$ cat config.mk
export PLATFORM = sky130hd
export DESIGN_NAME = spi_ram_arbiter
export DESIGN_NICKNAME = d
export VERILOG_FILES = /design/src/rtl/spi_ram_arbiter.sv
export SDC_FILE = /design/constraint.sdc
export NUM_CORES = 1
export LEC_CHECK = 0
export CORE_ASPECT_RATIO = 0.5
export CORE_MARGIN = 5
export CORE_UTILIZATION = 44
export DETAILED_ROUTE_END_ITERATION = 6
export HOLD_SLACK_MARGIN = 0.12
export PLACE_DENSITY = 0.84
export REMOVE_ABC_BUFFERS = 1
export SETUP_SLACK_MARGIN = 0.05
export SYNTH_ARGS = -nofsm -noshare
export SYNTH_HDL_FRONTEND = slang
export SYNTH_SLANG_ARGS = --single-unit
$ cat constraint.sdc
create_clock -name clk -period 2.1 [get_ports clk]
set_input_delay 0.42 -clock clk [delete_from_list [all_inputs] [get_ports clk]]
set_output_delay 0.42 -clock clk [all_outputs]
set_load 0.005 [all_outputs]
$ cat src/rtl/spi_ram_arbiter.sv
// SPI command decoder and round-robin arbiter that shares one single-port RAM
// between the SPI slave and a local requester.
module spi_ram_arbiter #(
    parameter int ADDR_SIZE = 8,
    parameter int MEM_DEPTH = 256
) (
    input  logic                 clk,
    input  logic                 rst_n,
    input  logic [9:0]           rx_data,
    input  logic                 rx_valid,
    output logic [7:0]           tx_data,
    output logic                 tx_valid,
    output logic                 spi_ovf,
    input  logic                 loc_req,
    input  logic                 loc_we,
    input  logic [ADDR_SIZE-1:0] loc_addr,
    input  logic [7:0]           loc_wdata,
    output logic                 loc_gnt,
    output logic                 loc_rvalid,
    output logic [7:0]           loc_rdata,
    output logic                 mem_en,
    output logic                 mem_we,
    output logic [ADDR_SIZE-1:0] mem_addr,
    output logic [7:0]           mem_din,
    input  logic [7:0]           mem_dout
);
    typedef enum logic [1:0] {IDLE, ACCESS, RD_RET} state_t;

    state_t               state;
    logic [ADDR_SIZE-1:0] wr_addr, rd_addr, pend_addr;
    logic [7:0]           pend_data;
    logic                 pend, pend_we;
    logic                 last_loc, win_loc;
    logic [1:0]           cmd;
    logic [7:0]           payload;
    logic                 spi_ram_cmd, pend_free, grant_spi, grant_loc;

    if (MEM_DEPTH > (1 << ADDR_SIZE)) begin : g_depth_check
        $error("MEM_DEPTH exceeds the range of ADDR_SIZE");
    end

    assign cmd         = rx_data[9:8];
    assign payload     = rx_data[7:0];
    assign spi_ram_cmd = rx_valid & cmd[0];
    // The entry served in this ACCESS cycle can already take a new command.
    assign pend_free   = !pend || (state == ACCESS && !win_loc);

    always_comb begin
        grant_spi = 1'b0;
        grant_loc = 1'b0;
        if (state == IDLE) begin
            if (pend && loc_req) begin
                grant_spi = last_loc;
                grant_loc = !last_loc;
            end else begin
                grant_spi = pend;
                grant_loc = loc_req;
            end
        end
    end

    always_ff @(posedge clk) begin
        if (spi_ram_cmd && pend_free) begin
            pend_addr <= cmd[1] ? rd_addr : wr_addr;
            pend_data <= payload;
        end
    end

    always_ff @(posedge clk) begin
        if (!rst_n) begin
            state      <= IDLE;
            wr_addr    <= '0;
            rd_addr    <= '0;
            pend       <= 1'b0;
            pend_we    <= 1'b0;
            last_loc   <= 1'b1;
            win_loc    <= 1'b0;
            spi_ovf    <= 1'b0;
            tx_data    <= '0;
            tx_valid   <= 1'b0;
            loc_gnt    <= 1'b0;
            loc_rvalid <= 1'b0;
            loc_rdata  <= '0;
            mem_en     <= 1'b0;
            mem_we     <= 1'b0;
            mem_addr   <= '0;
            mem_din    <= '0;
        end else begin
            loc_gnt    <= 1'b0;
            loc_rvalid <= 1'b0;
            if (rx_valid) begin
                tx_valid <= 1'b0;
                if (cmd == 2'b00) wr_addr <= ADDR_SIZE'(payload);
                if (cmd == 2'b10) rd_addr <= ADDR_SIZE'(payload);
            end
            if (state == ACCESS && !win_loc) pend <= 1'b0;
            if (spi_ram_cmd) begin
                if (pend_free) begin
                    pend    <= 1'b1;
                    pend_we <= !cmd[1];
                end else begin
                    spi_ovf <= 1'b1;
                end
            end
            case (state)
                IDLE: begin
                    if (grant_spi) begin
                        mem_en   <= 1'b1;
                        mem_we   <= pend_we;
                        mem_addr <= pend_addr;
                        mem_din  <= pend_data;
                        win_loc  <= 1'b0;
                        last_loc <= 1'b0;
                        state    <= ACCESS;
                    end else if (grant_loc) begin
                        mem_en   <= 1'b1;
                        mem_we   <= loc_we;
                        mem_addr <= loc_addr;
                        mem_din  <= loc_wdata;
                        loc_gnt  <= 1'b1;
                        win_loc  <= 1'b1;
                        last_loc <= 1'b1;
                        state    <= ACCESS;
                    end
                end
                ACCESS: begin
                    mem_en <= 1'b0;
                    mem_we <= 1'b0;
                    state  <= mem_we ? IDLE : RD_RET;
                end
                RD_RET: begin
                    if (win_loc) begin
                        loc_rdata  <= mem_dout;
                        loc_rvalid <= 1'b1;
                    end else begin
                        tx_data  <= mem_dout;
                        tx_valid <= 1'b1;
                    end
                    state <= IDLE;
                end
                default: state <= IDLE;
            endcase
        end
    end
endmodule

; ---- Word-level counts from Yosys, hierarchy flattened
; Index checks and enable logic that the tools add are counted.
[totals]
word_cells = 78
regBits = 76
output_inout_bits = 38
[classes]
n_bitwise = 5
mux = 28
eq_ne = 4
n_reduce_logical = 22
[op_table]
columns = cell, count
row1 = $mux 8, 5
row2 = $reduce_and 2->1, 9
row3 = $mux 1, 17
row4 = $mux 2, 3
row5 = $eq 2x2->1 const B, 2
row6 = $logic_not 1->1, 4
row7 = $logic_not 2->1, 2
row8 = $not 1->1, 4
row9 = $pmux 1 s2, 2
row10 = $pmux 2 s2, 1
row11 = $reduce_bool 2->1, 2
row12 = $logic_and 1x1->1, 3
row13 = $ne 3x3->1 const B, 1
row14 = $reduce_or 3->1, 1
row15 = $eq 2x1->1 const B, 1
row16 = $and 1x1->1, 1
row17 = $logic_or 1x1->1, 1

; ---- Depth between registers and ports, before layout
; Gate-level depths: netlist (run 1).
[logic_depth]
word_depth = 6
depth_mapped = 7

; ---- Least setup slack after synthesis (run 1)
; No wires, ideal clock.
[synth_timing]
path_kind = register -> register
from = reg state[0]
to = reg pend_addr[0] (enable)
path_slack_ps = 6
setup_ps = 398
arrival_ps = 1697
t_required_ps = 1702
path_stages_with_launch = 3
period_less_slack_ps = 2094
cell_sequence = dfxtp_1 -> or3b_1 -> a21oi_1
[synth_via]
elab_chain_len = 4
[synth_lines]
columns = item, line_no
row1 = "start, declared", 29  ; state_t state;
row2 = "start signal, assigned", 129  ; state <= mem_we ? IDLE : RD_RET;
row3 = $eq 2x1->1, 46  ; assign pend_free = !pend || (state == ACCESS && !win_loc);
row4 = $logic_and 1x1->1, 46
row5 = $logic_or 1x1->1, 46
row6 = $logic_and 1x1->1, 63  ; if (spi_ram_cmd && pend_free) begin
row7 = "end signal, assigned", 64  ; pend_addr <= cmd[1] ? rd_addr : wr_addr;
row8 = "end, declared", 30  ; logic [ADDR_SIZE-1:0] wr_addr, rd_addr, pend_addr;
; No other way between the ends.
; A chain may end at the register's enable or synchronous reset.

; ---- Worst setup path after layout (run 1)
[layout_timing]
from = in rx_data[9]
to = reg rd_addr[1]
[layout_via]
elab_chain_len = 2
[layout_lines]
columns = item, line_no
row1 = "start, declared", 9  ; input logic [9:0] rx_data,
row2 = $eq 2x2->1, 94  ; if (cmd == 2'b10) rd_addr <= ADDR_SIZE'(payload);
row3 = $reduce_and 2->1 (no source line), -
row4 = "end signal, assigned", 94
row5 = "end, declared", 30
; No other way between the ends.

==> results of run 1 <==
-- cell usage in the layout (no fill, tap or decap), drive strengths merged, types with 2 or more instances in the layout --
cell type       n
nor2           38
o21ai          17
mux2            8
nand2b          2
nor3            2
clkdlybuf4s50  76
clkinv          3
clkbuf          9
a21oi          19
dfxtp          60
buf            14
inv             4
or3b            2
a311oi         16
bufinv          2
edfxtp         16
nand3b         18
nand2           6
nor3b           3
mux2i          33
-- layout make-up --
| cell class | count | share of cell area (%) |
|---|---|---|
| Inverter | 3 | 0.263 |
| Timing Repair Buffer | 90 | 20.8 |
| Clock buffer | 9 | 5.27 |
| Clock inverter | 7 | 2.31 |
| Sequential cell | 76 | 39.3 |
| Multi-Input combinational cell | 175 | 29.3 |
| Tap cell | 92 | 2.69 |
-- power by group through the flow --
stage	sequential [W]	combinational [W]	clock [W]
global route	0.00163	0.000540	0.00174
CTS	0.00162	0.000501	0.00167
global placement	0.00165	0.000479	0
finish	0.00163	0.000497	0.00164
detailed placement	0.00166	0.000495	0
floorplan	0.00165	0.000216	0
-- Yosys cell counts, drive strengths merged --
library cell / count
or3b: 2
o21ai: 17
and3: 1
or2: 1
dfxtp: 60
o211ai: 1
mux2: 8
nor3b: 3
a41oi: 1
inv: 3
nand4b: 1
and2b: 1
nand4: 1
edfxtp: 16
nor3: 2
a21oi: 19
and2: 1
a22oi: 1
a311oi: 16
nand2b: 2
nand2: 6
nor2: 38
mux2i: 33
clkbuf: 14
a32oi: 1
a31oi: 1
nand3b: 18
buf: 10
-- per-stage QoR --
step	hold WS (ns)	instance area [um^2]	setup slack, ns
2_1_floorplan	0.435	2940	0.00594
3_3_place_gp	0.433	3950	0.229
3_5_place_dp	0.443	3950	0.103
4_1_cts	0.455	4280	0.448
5_1_grt	0.485	4280	0.342
6_report	0.450	4280	0.440
-- layer usage --
layer  up-vias  wire length, um
li1       1156                -
met1      1156             3120
met2        70             3810
met3        12              420
met4         0              101
met5         -                0
-- sequential cells by signal, summed over array words and instances, names as in the netlist, 8 cells and up --
| name | count |
|---|---|
| pend_addr | 8 |
| rd_addr | 8 |
| tx_data | 8 |
| mem_addr | 8 |
| wr_addr | 8 |
| mem_din | 8 |
| pend_data | 8 |
| loc_rdata | 8 |
-- worst paths after layout --
kind	startpoint	endpoint	slack (ns)	depth (start not counted)
worst max-delay path	rx_data[9]	rd_addr[1]$_SDFFE_PN0P_	0.44	4
worst min-delay path	mem_we$_SDFFE_PN0P_	state[1]$_SDFFE_PN0P_	0.45	1
worst max register to register	pend$_SDFF_PN0_	mem_din[5]$_SDFFE_PN0P_	0.48	4
worst min register to register	mem_we$_SDFFE_PN0P_	state[1]$_SDFFE_PN0P_	0.45	1
-- cells by family after synthesis --
kind of cell           after synthesis  share of synthesized area (%)
buffers and inverters               27                           4.56
and+or+nand+nor                     77                           13.2
AOI/OAI and AO/OA                   57                           13.7
DFF                                 76                           54.8
muxes                               41                           13.7
-- worst register-to-register path, cell delays in order, from the launching register on --
cell and delay [ns]:
dfxtp_1 0.39, buf_4 0.24, inv_1 0.34, o21ai_0 0.18
a311oi_1 0.36
==> results.md, run 1 <==
- In this run the biggest area consumer among cell types represents 39.1% of the synthesized area.
- The ratio of routed vias to standard cells is 5.30.
- Synthesis produced 278 cells.
- The number of I/O port buffers is 76.
- The capturing element type of the critical path is a flop.
- The final design utilization is 63.6%.
- The pin slew with the least headroom to its limit is 0.606 ns.
- In the final layout, the share of cells above drive strength 1 is 14.4%.
- From left edge to right edge, the die measures 128 um.
- The clock network is responsible for 43.6% of the overall power.
- The number of pins exceeding their max-slew limit in the final report is 0.
- After clock tree synthesis, the flow added hold-fix buffers numbering 0.
- The total I/O pin count is 77.
- Clock skew on the completed layout was measured at 0.00825 ns.
- The post-synthesis cell area is 0.00307 mm^2.
- Summed over all nets, the half-perimeter wirelength after detailed placement is 5.35 mm.
- Wires add up to 7.45 mm.
- In the global route stage, met1 resource usage came out at 20.4%.
- The internal portion of the total power is 0.00289 W.
- The clock period minus final worst setup slack is 1.66 ns.
- The net switching component of the power is 0.000870 W.
- The hold violation count in the final report is 0.
- The CTS buffer count is 9.
- The worst pin sits at a relative slew slack of 59.5%.
- The count of endpoints failing setup in the final report is 0.
- CTS built an H-tree with a depth of 3.
- The element type at the critical path start is an input port.
- After clock tree synthesis, the clock-pin slew on the worst setup and hold paths is 0.06 ns.
- Among cell families on the critical path, the largest total delay comes from buffers and inverters.
- On the critical path, the stage with the largest delay is an instance of clkdlybuf4s50_1.
- The repair_antennas step left the layout with diodes totalling 0.
- The buffer depth of the longest clock path is 2.
- Summed over all cells, the static leakage comes to 1.62 nW.
- The fmax is 602 MHz.
- Of the total power, combinational logic draws 13.2%.
- The CTS tree is built.
- Before antenna repair, the detailed router went through 4 iterations.
- In the final layout, the multi-input gates occupy 0.00125 mm^2.
- The register bit total from synthesis is 76.
- The initial core utilization is 45.6%.
- For this block, the initial DRC count from the detailed router was 171.
- Of all cell types, the one taking the most synthesized area is dfxtp_1.
- The fraction of power consumed by sequential logic is 43.2%.
- The clock net in this run drives a total of 76 sinks.
- The insertion delay of the later-clocked pin in the worst-skew pair is 0.34 ns.
- The floorplan die area is 0.00885 mm^2.
- After global routing, the most crowded layer is met2.
- The number of maximum-capacitance violations is 0.
- The floorplan step defined a core boundary enclosing 0.00673 mm^2.
- The required time at the worst-slack endpoint is 2.31 ns.
- The DRC violation count after routing is 0.
- For this run, the number of Yosys warnings is 0.
- In this design, the stage delay of the slowest critical-path cell is 0.65 ns.
- The cell chosen for the clock root is clkbuf_16.
- The arrival time of data at the critical path endpoint is 1.87 ns.
- Global routing finished with a remaining overflow of 0.
- The highest net fanout along the worst path is 8.
- Routability-driven placement finished with a final weighted congestion of 0.846.
- The via count of the first global-routing pass is 2532.
- The critical path is of the input port to flop type.
- The first-pass GRT wire length is 12.3 mm.
- The wire length per cell is 16.5 um.
- The number of antenna violations at the first check in global routing is 0.
- The sum of internal, switching and leakage power is 0.00376 W.
- Adding up every negative setup slack in the final design gives 0 ns.
- Entering global routing, the biggest net connects 34 pins.
- Net switching is 23.1% of the power.
- Global routing used 6.94% of the available met3 tracks.
- Counting tap cells, the placed design contains a total of 436 instances.
- For met2 alone, demand over resource in global routing was 29.9%.
- Setup repair after global routing left no endpoint under its margin.
- The critical path goes through clkdlybuf4s50_1 > nand3b_1 > mux2i_1 > nor2_1.
- Measured along the y axis, the die boundary spans 69.1 um.
- Together, buffers and inverters on the worst path number 1.
- In this run the worst hold path is classified as flop to flop.
- Sorting the synthesized cells by area gives the leading types as dfxtp_1, edfxtp_1, mux2i_1.
- Across the VDD grid, the largest voltage drop is 455 uV.
- The netlist uses 33 different library cells.
- The flow ran to the end, and the final reports show no timing, DRC or antenna violations.
- Summing all flip-flop and latch instances after layout gives 0.00168 mm^2.
- The layout overhead on the synthesized area is 39.3%.
- In the finished design, the share of the clock period the worst path needs comes to 79.0%.
- In this run the remaining antenna-violating nets after routing total 0.
- A synthesized cell averages 11.0 um^2.
- Sequential elements use 54.8% of the synthesized area.
- The total power density per cell area is 880 mW/mm^2.
- The site row count is 21.
- The number of fill cells in the layout is 516.
- The quantity of gates resized following cts is 0.
- The number of nets in the final layout is 394.
- The final non-filler cell total is 452.
- The post-CTS repair timing setup buffer count is 0.
- The total global-route track usage is 17.5%.
- The count of vias placed by the detailed router is 2394.
(Power assumes the default switching activity.)
==> run 2, diff against run 1 <==
==> constraint.sdc (replaced) <==
create_clock -name clk -period 1.4 [get_ports clk]
set_input_delay 0.28 -clock clk [delete_from_list [all_inputs] [get_ports clk]]
set_output_delay 0.28 -clock clk [all_outputs]
set_load 0.005 [all_outputs]
==> run 2 against run 1 <==
  * Final area rose by 5.0%
  * Power is 51% higher
  * Non-clock buffer count up 16
  * Final cell count increased by 3.8%
  * Flip-flop and latch count unchanged
  * Combinational power up 62%
  * Via count is 3.9% higher
  * Sequential share of layout area down 1.7 points
  * Critical path type is now flop to flop
==> results.md, run 2 (same netlist as run 1, synthesis figures left out) <==
- The fmax is 716 MHz.
- The relative slew slack is 82.7%.
- The fraction of final layout cells sized beyond drive strength 1 is 22.3%.
- The number of pins exceeding their max-slew limit in the final report is 0.
- The floorplan has 21 rows.
- The slowest stage of the critical path is the or3b_4 cell.
- The pin slew with the least headroom to its limit is 0.256 ns.
- The element type at the critical path start is a flop.
- The detailed router finished its first iteration with 218 violations.
- The floorplan die area is 0.00885 mm^2.
- Clock-pin slew was measured on the worst setup and hold paths at 0.06 ns.
- The sum of internal, switching and leakage power is 0.00567 W.
- The type of the worst setup path is flop to flop.
- The cell chosen for the clock root is clkbuf_16.
- The most common library cell in the layout ignoring fill and taps is dfxtp_1.
- The count of clock tree sinks is 76.
- The layout overhead on the synthesized area is 46.3%.
- The number of fill cells in the layout is 495.
- For this design the total switching power over the nets is 0.00133 W.
- For the worst-skew pair, the clock arrives at the later sink with an insertion delay of 0.33 ns.
- The internal power summed over all cells is 0.00435 W.
- The top cell types in the final layout, fill and taps aside, are dfxtp_1, dlygate4sd2_1, nor2_1, clkdlybuf4s50_1, mux2i_1.
- OpenSTA, run right after detailed placement, puts the worst setup slack at -0.267 ns.
- The met1 usage in global routing is 22.0%.
- The part of the total power dissipated in combinational logic is 14.2%.
- After detailed routing, the number of vias per cell comes to 5.30.
- The number of maximum-capacitance violations is 0.
- The via count of the first global-routing pass was 2451.
- The CTS tree is built.
- The pre-antenna-repair detailed-routing pass consisted of 4 iterations.
- In the final layout, the multi-input gates occupy 0.00132 mm^2.
- The run finished with clean final reports.
- Clock tree synthesis inserted a total of 9 buffers.
- The number of H-tree levels is 3.
- The highest net fanout along the worst path is 8.
- The hold violation count in the final report was 0.
- The final non-filler cell total is 469.
- The worst clock skew on the final layout is 0.00479 ns.
- For this design, the CTS-stage hold fixing added 0 buffers.
- At the end of routability-driven placement, the weighted congestion stood at 0.850.
- The min-delay analysis places its worst path in the category input port to flop.
- Per report_power, the clock group accounts for 42.8% of the total.
- The leakage power figure is 1.88 nW.
- The area of the core is 0.00673 mm^2.
- met2 is the most crowded layer.
- Setup repair after global routing could not meet its margin everywhere.
- The total power density per cell area is 1260 mW/mm^2.
- The initial core utilization is 45.6%.
- The area used by sequential logic in the layout is 0.00169 mm^2.
- The largest single stage delay on the critical path is 0.42 ns.
- The smallest setup slack after layout is 0.00240 ns.
- The count of vias placed by the detailed router is 2487.
- The total global-route track usage is 17.9%.
- The number of I/O port buffers is 76.
- The detail route stage leaves a number of antenna-violating nets equal to 0.
- Of the available clock period, the critical path in the final layout requires 99.8%.
- Sequential cells burn 43.0% of the power.
- The first global-routing pass estimated 12.5 mm of wire.
- The critical path goes through or3b_4 > a21oi_4 > buf_6.
- The wire length per cell is 17.2 um.
- The count of endpoints failing setup in the final report is 0.
- In the global route stage, met2 resource usage came out at 29.9%.
- The worst setup path is captured at a flop.
- The number of antenna diodes is 0.
- The total overflow left after global routing is 0.
- The clock passes through at most 2 buffers.
- The die height is 69.1 um.
- At the end of the flow, the number of nets in the layout was 411.
- The HPWL after detailed placement is 5.29 mm.
- In the routed design, unresolved DRC markers number 0.
- The die extent in x is 128 um.
- Cells fill 66.8% of the core in the end.
- The maximum number of pins on one net before global-route repair is 29.
- For the worst setup path, the data required time is 1.44 ns.
- The total I/O pin count is 77.
- The number of antenna violations at the first check in global routing came to 0.
- STA puts the critical path data arrival time at 1.44 ns.
- Net switching is 23.4% of the power.
- The total instance count after detailed placement is 448.
- Wires add up to 8.05 mm.
- The worst path needs 1.40 ns of the cycle, external delays included.
- IR analysis of the VDD net gives a maximum drop of 678 uV.
- The global-route met3 utilization is 5.63%.
## run 2: metal layers
metal | vias to the layer above | part of all wire [%]
met2 | 67 | 51
li1 | 1200 | -
met5 | - | 0
met3 | 10 | 5.6
met4 | 0 | 1.1
met1 | 1210 | 42
## run 2: cell type report
cell class              count  area share [%]
repair buffers            106            23.0
clock inverters             7            2.03
flip-flops and latches     76            37.6
multi-input cells         176            29.4
inverters                   3           0.334
clock buffers               9            5.01
well taps                  92            2.56
## run 2: through the flow
step | TNS (ns) | area [um^2] | hold slack, ns
after global routing | -0.292 | 4490 | 0.428
final | 0 | 4490 | 0.421
after global placement | -10.90 | 4070 | 0.446
after CTS | -0.00655 | 4380 | 0.457
after detailed placement | -12.73 | 4070 | 0.451
after floorplan | -25.30 | 2940 | 0.369
## run 2: critical path, delay by kind of cell (launching register included)
kind | cells | cell delay (ns)
AND/OR/NAND/NOR | 1 | 0.42
AO/OA/AOI/OAI | 1 | 0.20
buffers and inverters | 1 | 0.17
flip-flops | 1 | 0.32
## run 2: power groups by stage
stage          clock network (W)  registers, W  logic [W]
6_report                 0.00243       0.00244   0.000807
5_1_grt                  0.00257       0.00245   0.000868
4_1_cts                  0.00246       0.00243   0.000753
3_5_place_dp                   0       0.00248   0.000778
3_3_place_gp                   0       0.00247   0.000760
2_1_floorplan                  0       0.00248   0.000323
## run 2: repair_timing
item / CTS / global route
endpoints found under the setup margin: 61 / 45
pin swaps: 1 / 4
endpoints found under the hold margin: 0 / 0
gates cloned: 1 / 2
gates resized for setup: 49 / 19
setup buffers: 0 / 2
## run 2: final timing paths
path	to	startpoint	slack, ns	cells past startpoint
max	pend_addr[2]$_DFFE_PP_	win_loc$_SDFFE_PN0P_	0.002	3
min	win_loc$_SDFFE_PN0P_	loc_req	0.42	4
max reg2reg	pend_addr[2]$_DFFE_PP_	win_loc$_SDFFE_PN0P_	0.002	3
min reg2reg	state[1]$_SDFFE_PN0P_	mem_we$_SDFFE_PN0P_	0.47	1
